**src/rtl/acorn128_pkg.sv**
```systemverilog
// Shared ACORN-128 constants, FSM encoding and boolean helpers used by the
// step function and the tag verifier.
package acorn128_pkg;

  localparam int unsigned ACORN_STATE_W     = 293;
  localparam int unsigned ACORN_TAG_W       = 128;
  localparam int unsigned ACORN_FINAL_STEPS = 768;
  localparam int unsigned ACORN_TAG_START   = 640;

  typedef enum logic [1:0] {
    IDLE,
    RUN,
    DONE
  } fsm_state_e;

  function automatic logic maj(input logic x, input logic y, input logic z);
    return (x & y) ^ (x & z) ^ (y & z);
  endfunction

  function automatic logic ch(input logic x, input logic y, input logic z);
    return (x & y) ^ (~x & z);
  endfunction

endpackage

```
**src/rtl/acorn128_tag_verify_if.sv**
```systemverilog
// Request/verdict bundle between the decrypt datapath (master) and the tag
// verifier (slave).
interface acorn128_tag_verify_if;
  import acorn128_pkg::*;

  logic                     start;
  logic [ACORN_STATE_W-1:0] state_in;
  logic [ACORN_TAG_W-1:0]   tag_rx;
  logic                     busy;
  logic                     done;
  logic                     tag_ok;

  modport master (
    output start,
    output state_in,
    output tag_rx,
    input  busy,
    input  done,
    input  tag_ok
  );

  modport slave (
    input  start,
    input  state_in,
    input  tag_rx,
    output busy,
    output done,
    output tag_ok
  );

endinterface

```
**src/rtl/acorn128_step.sv**
```systemverilog
// One combinational ACORN-128 v3 state update; returns the next state and the
// keystream bit produced by this step.
module acorn128_step
  import acorn128_pkg::*;
(
  input  logic [ACORN_STATE_W-1:0] state,
  input  logic                     m,
  input  logic                     ca,
  input  logic                     cb,
  output logic [ACORN_STATE_W-1:0] state_nxt,
  output logic                     ks
);

  logic [ACORN_STATE_W-1:0] s;
  logic                     f;

  // Feedback updates are applied in order; later taps see earlier results.
  always_comb begin
    s      = state;
    s[289] = s[289] ^ s[235] ^ s[230];
    s[230] = s[230] ^ s[196] ^ s[193];
    s[193] = s[193] ^ s[160] ^ s[154];
    s[154] = s[154] ^ s[111] ^ s[107];
    s[107] = s[107] ^ s[66]  ^ s[61];
    s[61]  = s[61]  ^ s[23]  ^ s[0];

    ks = s[12] ^ s[154] ^ maj(s[235], s[61], s[193]) ^ ch(s[230], s[111], s[66]);
    f  = s[0] ^ ~s[107] ^ maj(s[244], s[23], s[160]) ^ (ca & s[196]) ^ (cb & ks);

    state_nxt = {f ^ m, s[ACORN_STATE_W-1:1]};
  end

endmodule

```
**src/rtl/acorn128_tag_verify.sv**
```systemverilog
// Runs the 768-step ACORN-128 finalization and compares the last 128 keystream
// bits against the received tag in constant time.
module acorn128_tag_verify
  import acorn128_pkg::*;
#(
  parameter int unsigned UNROLL = 1
) (
  input logic                  clk,
  input logic                  rst,
  acorn128_tag_verify_if.slave bus
);

  localparam int unsigned TagIdxW  = $clog2(ACORN_TAG_W);
  localparam logic [9:0]  StepInc  = 10'(UNROLL);
  localparam logic [9:0]  LastCnt  = 10'(ACORN_FINAL_STEPS - UNROLL);
  localparam logic [9:0]  TagStart = 10'(ACORN_TAG_START);

  if (!(UNROLL inside {1, 2, 4, 8})) begin : g_unroll_check
    $error("acorn128_tag_verify: UNROLL must be 1, 2, 4 or 8");
  end

  fsm_state_e               fsm_q, fsm_d;
  logic [ACORN_STATE_W-1:0] cipher_q, cipher_d;
  logic [ACORN_TAG_W-1:0]   tag_q, tag_d;
  logic [9:0]               step_cnt_q, step_cnt_d;
  logic                     diff_q, diff_d;
  logic                     tag_ok_q, tag_ok_d;

  logic [ACORN_STATE_W-1:0] step_out;
  logic [UNROLL-1:0]        ks_vec;
  logic                     diff_acc;
  logic                     last_step;
  logic [9:0]               step_idx;

  for (genvar g = 0; g < UNROLL; g++) begin : g_step
    logic [ACORN_STATE_W-1:0] st_in;
    logic [ACORN_STATE_W-1:0] st_out;

    if (g == 0) begin : g_first
      assign st_in = cipher_q;
    end else begin : g_chain
      assign st_in = g_step[g-1].st_out;
    end

    acorn128_step u_step (
      .state     (st_in),
      .m         (1'b0),
      .ca        (1'b1),
      .cb        (1'b1),
      .state_nxt (st_out),
      .ks        (ks_vec[g])
    );
  end

  assign step_out  = g_step[UNROLL-1].st_out;
  assign last_step = (step_cnt_q == LastCnt);

  // ACORN_TAG_START is a multiple of ACORN_TAG_W, so the low index bits are
  // the tag bit offset directly.
  always_comb begin
    diff_acc = diff_q;
    step_idx = '0;
    for (int unsigned j = 0; j < UNROLL; j++) begin
      step_idx = step_cnt_q + 10'(j);
      if (step_idx >= TagStart) begin
        diff_acc = diff_acc | (ks_vec[j] ^ tag_q[step_idx[TagIdxW-1:0]]);
      end
    end
  end

  always_ff @(posedge clk or posedge rst) begin
    if (rst) begin
      fsm_q <= IDLE;
    end else begin
      fsm_q <= fsm_d;
    end
  end

  always_comb begin
    fsm_d = fsm_q;
    unique case (fsm_q)
      IDLE:    if (bus.start) fsm_d = RUN;
      RUN:     if (last_step) fsm_d = DONE;
      DONE:    fsm_d = IDLE;
      default: fsm_d = IDLE;
    endcase
  end

  always_comb begin
    bus.busy   = (fsm_q == RUN);
    bus.done   = (fsm_q == DONE);
    bus.tag_ok = tag_ok_q;
  end

  // Datapath next state; state and tag are wiped on the final step.
  always_comb begin
    cipher_d   = cipher_q;
    tag_d      = tag_q;
    step_cnt_d = step_cnt_q;
    diff_d     = diff_q;
    tag_ok_d   = tag_ok_q;
    unique case (fsm_q)
      IDLE: begin
        if (bus.start) begin
          cipher_d   = bus.state_in;
          tag_d      = bus.tag_rx;
          step_cnt_d = '0;
          diff_d     = 1'b0;
          tag_ok_d   = 1'b0;
        end
      end
      RUN: begin
        step_cnt_d = step_cnt_q + StepInc;
        diff_d     = diff_acc;
        if (last_step) begin
          cipher_d = '0;
          tag_d    = '0;
          tag_ok_d = ~diff_acc;
        end else begin
          cipher_d = step_out;
        end
      end
      default: begin
        cipher_d = '0;
        tag_d    = '0;
      end
    endcase
  end

  always_ff @(posedge clk or posedge rst) begin
    if (rst) begin
      cipher_q   <= '0;
      tag_q      <= '0;
      step_cnt_q <= '0;
      diff_q     <= 1'b0;
      tag_ok_q   <= 1'b0;
    end else begin
      cipher_q   <= cipher_d;
      tag_q      <= tag_d;
      step_cnt_q <= step_cnt_d;
      diff_q     <= diff_d;
      tag_ok_q   <= tag_ok_d;
    end
  end

endmodule

```
**src/flat_wrapper.sv**
```systemverilog
// flat-port wrapper written by rule: the top's interface ports become plain ports
module acorn128_tag_verify_flat import acorn128_pkg::*;
#(
  parameter int unsigned UNROLL = 1
)
  (clk, rst, bus_start, bus_state_in, bus_tag_rx, bus_busy, bus_done, bus_tag_ok);
  acorn128_tag_verify_if bus_i ();
  input logic clk;
  input logic rst;
  input wire logic [$bits(bus_i.start)-1:0] bus_start;
  input wire logic [$bits(bus_i.state_in)-1:0] bus_state_in;
  input wire logic [$bits(bus_i.tag_rx)-1:0] bus_tag_rx;
  output wire logic [$bits(bus_i.busy)-1:0] bus_busy;
  output wire logic [$bits(bus_i.done)-1:0] bus_done;
  output wire logic [$bits(bus_i.tag_ok)-1:0] bus_tag_ok;
  assign bus_i.start = bus_start;
  assign bus_i.state_in = bus_state_in;
  assign bus_i.tag_rx = bus_tag_rx;
  assign bus_busy = bus_i.busy;
  assign bus_done = bus_i.done;
  assign bus_tag_ok = bus_i.tag_ok;
  acorn128_tag_verify #(.UNROLL(UNROLL)) u_core (.clk(clk), .rst(rst), .bus(bus_i));
endmodule
```
**config.mk**
```make
export PLATFORM = sky130hd
export DESIGN_NAME = acorn128_tag_verify_flat
export DESIGN_NICKNAME = d
export VERILOG_FILES = /design/src/rtl/acorn128_pkg.sv /design/src/rtl/acorn128_tag_verify_if.sv /design/src/rtl/acorn128_step.sv /design/src/rtl/acorn128_tag_verify.sv /design/src/flat_wrapper.sv
export SDC_FILE = /design/constraint.sdc
export NUM_CORES = 1
export LEC_CHECK = 0
export CAP_MARGIN = 20
export CORE_MARGIN = 1.5
export CORE_UTILIZATION = 50
export CTS_CLUSTER_DIAMETER = 150
export DETAILED_ROUTE_END_ITERATION = 7
export PLACE_DENSITY = 0.77
export SETUP_SLACK_MARGIN = 0.5
export SLEW_MARGIN = 20
export SYNTH_ARGS = -nofsm -noshare
export SYNTH_HDL_FRONTEND = slang
export SYNTH_SLANG_ARGS = --single-unit
```
**constraint.sdc**
```tcl
create_clock -name clk -period 41.7 [get_ports clk]
set_clock_uncertainty 0.1 [all_clocks]
set_input_delay 8.34 -clock clk [delete_from_list [all_inputs] [get_ports clk]]
set_output_delay 8.34 -clock clk [all_outputs]
set_load 0.1 [all_outputs]
```
==> impl_metrics.toml <==
[die]
pin_count = 427
design.core.area_mm2 = 0.0419
die_h_um = 209
dieArea_mm2 = 0.0435
die_x_um = 209
start_util = 0.505
row_count = 75

[detailed_routing]
vias_per_cell = 5.71
wl_per_cell_um = 18.2
drtAntennaViolNets = 0
drt-total-wl_um = 60000
first_pass_iters = 6
drc = 0
drtIter0Drc = 1946
route.vias.total = 18800

[timing]
finalHoldViolCount = 0
grt_setup_unrepaired = "no"
setup-violations-final = 0
fmaxAchievable_mhz = 82.3
final_max_slew_viol_count = 0
fin_crit_sh = 0.291
period_needed_ns = 12.14
tns_ns = 0
worst_pin_slew_ns = 1.13
slew_headroom = 0.249

[power]
leakagePower_uw = 0.0127
powerDensity_mw_per_mm2 = 59.7
irDropWorstVdd_v = 0.0000313

[clock_network]
ctsResizeCount = 0
root_buffer = "clkbuf_16"
cts_tree = "built"
cts_made_buffers = 46
cts.clk_slew.worst_paths_ns = 0.06
cts_hold_buffers = 0
h-tree-depth = 2
postCtsSetupBuffers = 0
clk_path_buf_depth = 3
clock_latency_ns = 0.58
clock_sinks = 435

[outcome]
outcome = "finished, final reports clean"

[yosys]
synth.ff_latch_count = 435
synthesis.instances = 2420
yosysWarnings = 0
syn_area_per_cell_um2 = 8.74
postSynth.asyncResetShare = 1.00
ys.flop_type = "dfrtp_1"
synth_edf_count = 0
ys_seq_area_frac = 0.515
yosysUniqueCellTypes = 53
syn_area_mm2 = 0.0211
synth_nets = 2846

[critical_path]
cp-start-kind = "register"
critical_path_class = "reg -> out"
cp.required_ns = 33.26
arrival_ns = 3.70
r2r_slack_ns = 37.16
path_max_fanout = 95
end_kind = "primary output"

[finish]
final_common_cell = "a21oi_1"
syn_to_final_growth_pct = 28.0
final_cell_mix = "a21oi_1 (590), dfrtp_1 (432), clkdlybuf4s50_1 (425), nor2_1 (302), inv_1 (298)"
drive_above_1_share = 0.0478
final_cell_area_mm2 = 0.0271
nets = 3132

[global_routing]
grt_pass1_vias = 18400
track_usage = 0.272
grt_pass1_wl_um = 96200
grt_overflow = 0
antenna_found_initial = 12
grt_max_degree = 138

[place]
port-buffer-count = 426
dp_hpwl_um = 38000
place.gp.congestion = 0.846
place_area_mm2 = 0.0254

[worst_hold_path]
hold_path_class = "reg -> reg"

[job]
maxCapViolations = 0
[where the power goes]
group / switching [µW] / internal, µW / total [µW]
clock network: 175 / 254 / 429
registers: 115 / 605 / 720
logic: 219 / 247 / 467
[registers in the layout, indices dropped and copies added, names as in the netlist]
register,flops
u_core.diff_q,1
u_core.cipher_q,293
u_core.step_cnt_q,10
u_core.fsm_q,2
u_core.bus.tag_ok,1
u_core.tag_q,128
[cell usage after synthesis, types with 2 or more instances]
master,n,area (µm²)
a21oi_1,590,2950
dfrtp_1,435,10900
nor2_1,303,1140
inv_1,299,1120
nor3_1,295,1480
clkbuf_1,195,732
a22o_1,129,1130
o21ai_0,20,100
nand2_1,17,63.8
xnor2_1,17,149
mux2i_1,16,160
mux4_2,13,293
mux4_1,12,315
and3_1,7,43.8
a221oi_1,6,52.6
xor2_1,5,43.8
buf_2,4,20.0
nand3_1,4,20.0
nor2b_1,4,25.0
buf_1,3,11.3
buf_6,3,33.8
mux2_2,3,33.8
a22oi_1,2,15.0
and2_1,2,12.5
buf_4,2,15.0
ha_1,2,25.0
maj3_1,2,20.0
nand2b_1,2,12.5
nand4_1,2,12.5
o211ai_1,2,15.0
o21a_1,2,15.0
[cells by family after synthesis]
| kind of cell | after synthesis | share of synthesized area |
|---|---|---|
| AND/OR/NAND/NOR | 644 | 0.136 |
| adder cells (fa/ha/maj) | 4 | 0.00213 |
| XOR/XNOR | 22 | 0.00911 |
| multiplexers | 45 | 0.0391 |
| flip-flops | 435 | 0.515 |
| buffers and inverters | 510 | 0.0932 |
| AO/OA/AOI/OAI | 760 | 0.206 |
[worst paths after layout]
path / startpoint / to / cells after the start
max in group asynchronous: rst / u_core.cipher_q[56]$_DFFE_PP0P_ / 3
worst max-delay path: u_core.fsm_q[1]$_DFFE_PP0P_ / bus_busy / 3
worst max register to register: u_core.fsm_q[0]$_DFFE_PP0P_ / u_core.tag_q[73]$_DFFE_PP0P_ / 7
min in group asynchronous: rst / u_core.cipher_q[170]$_DFFE_PP0P_ / 2
worst min-delay path: u_core.diff_q$_DFFE_PP0P_ / u_core.bus.tag_ok$_DFFE_PP0P_ / 1
worst min register to register: u_core.diff_q$_DFFE_PP0P_ / u_core.bus.tag_ok$_DFFE_PP0P_ / 1
[layer usage]
layer,GRT usage,share of wire,vias up
met5,0,0.00052,-
met4,0.118,0.038,4
li1,-,-,8779
met1,0.367,0.42,9167
met3,0.0476,0.062,144
met2,0.434,0.48,708
[cell type report]
cell class	instances	area, µm²
inverters	300	1130
diodes	10	25.0
repair buffers	448	4440
multi-input cells	1475	8310
well taps	539	674
clock buffers	60	1320
clock inverters	24	260
fillers	3390	14800
flip-flops and latches	435	10900
[worst max-delay path, cell delays in order, from the launching register on]
cell and delay [ns]:
dfrtp_4 0.79, nand2b_1 0.52, inv_1 0.41, clkdlybuf4s50_1 1.29
[stage by stage]
stage | total power (µW) | setup slack [ns] | util | instances | hold WS, ns
finish | 1620 | 29.56 | 0.646 | 3291 | 0.366
global route | 1710 | 29.47 | 0.646 | 3289 | 0.379
CTS | 1620 | 29.62 | 0.646 | 3281 | 0.366
detailed placement | 1190 | 29.31 | 0.608 | 3197 | 0.358
global placement | 1160 | 29.48 | 0.608 | 3197 | 0.347
floorplan | 1040 | 21.14 | - | 2420 | 0.341
Note: power is estimated with default switching activity, not from simulation.
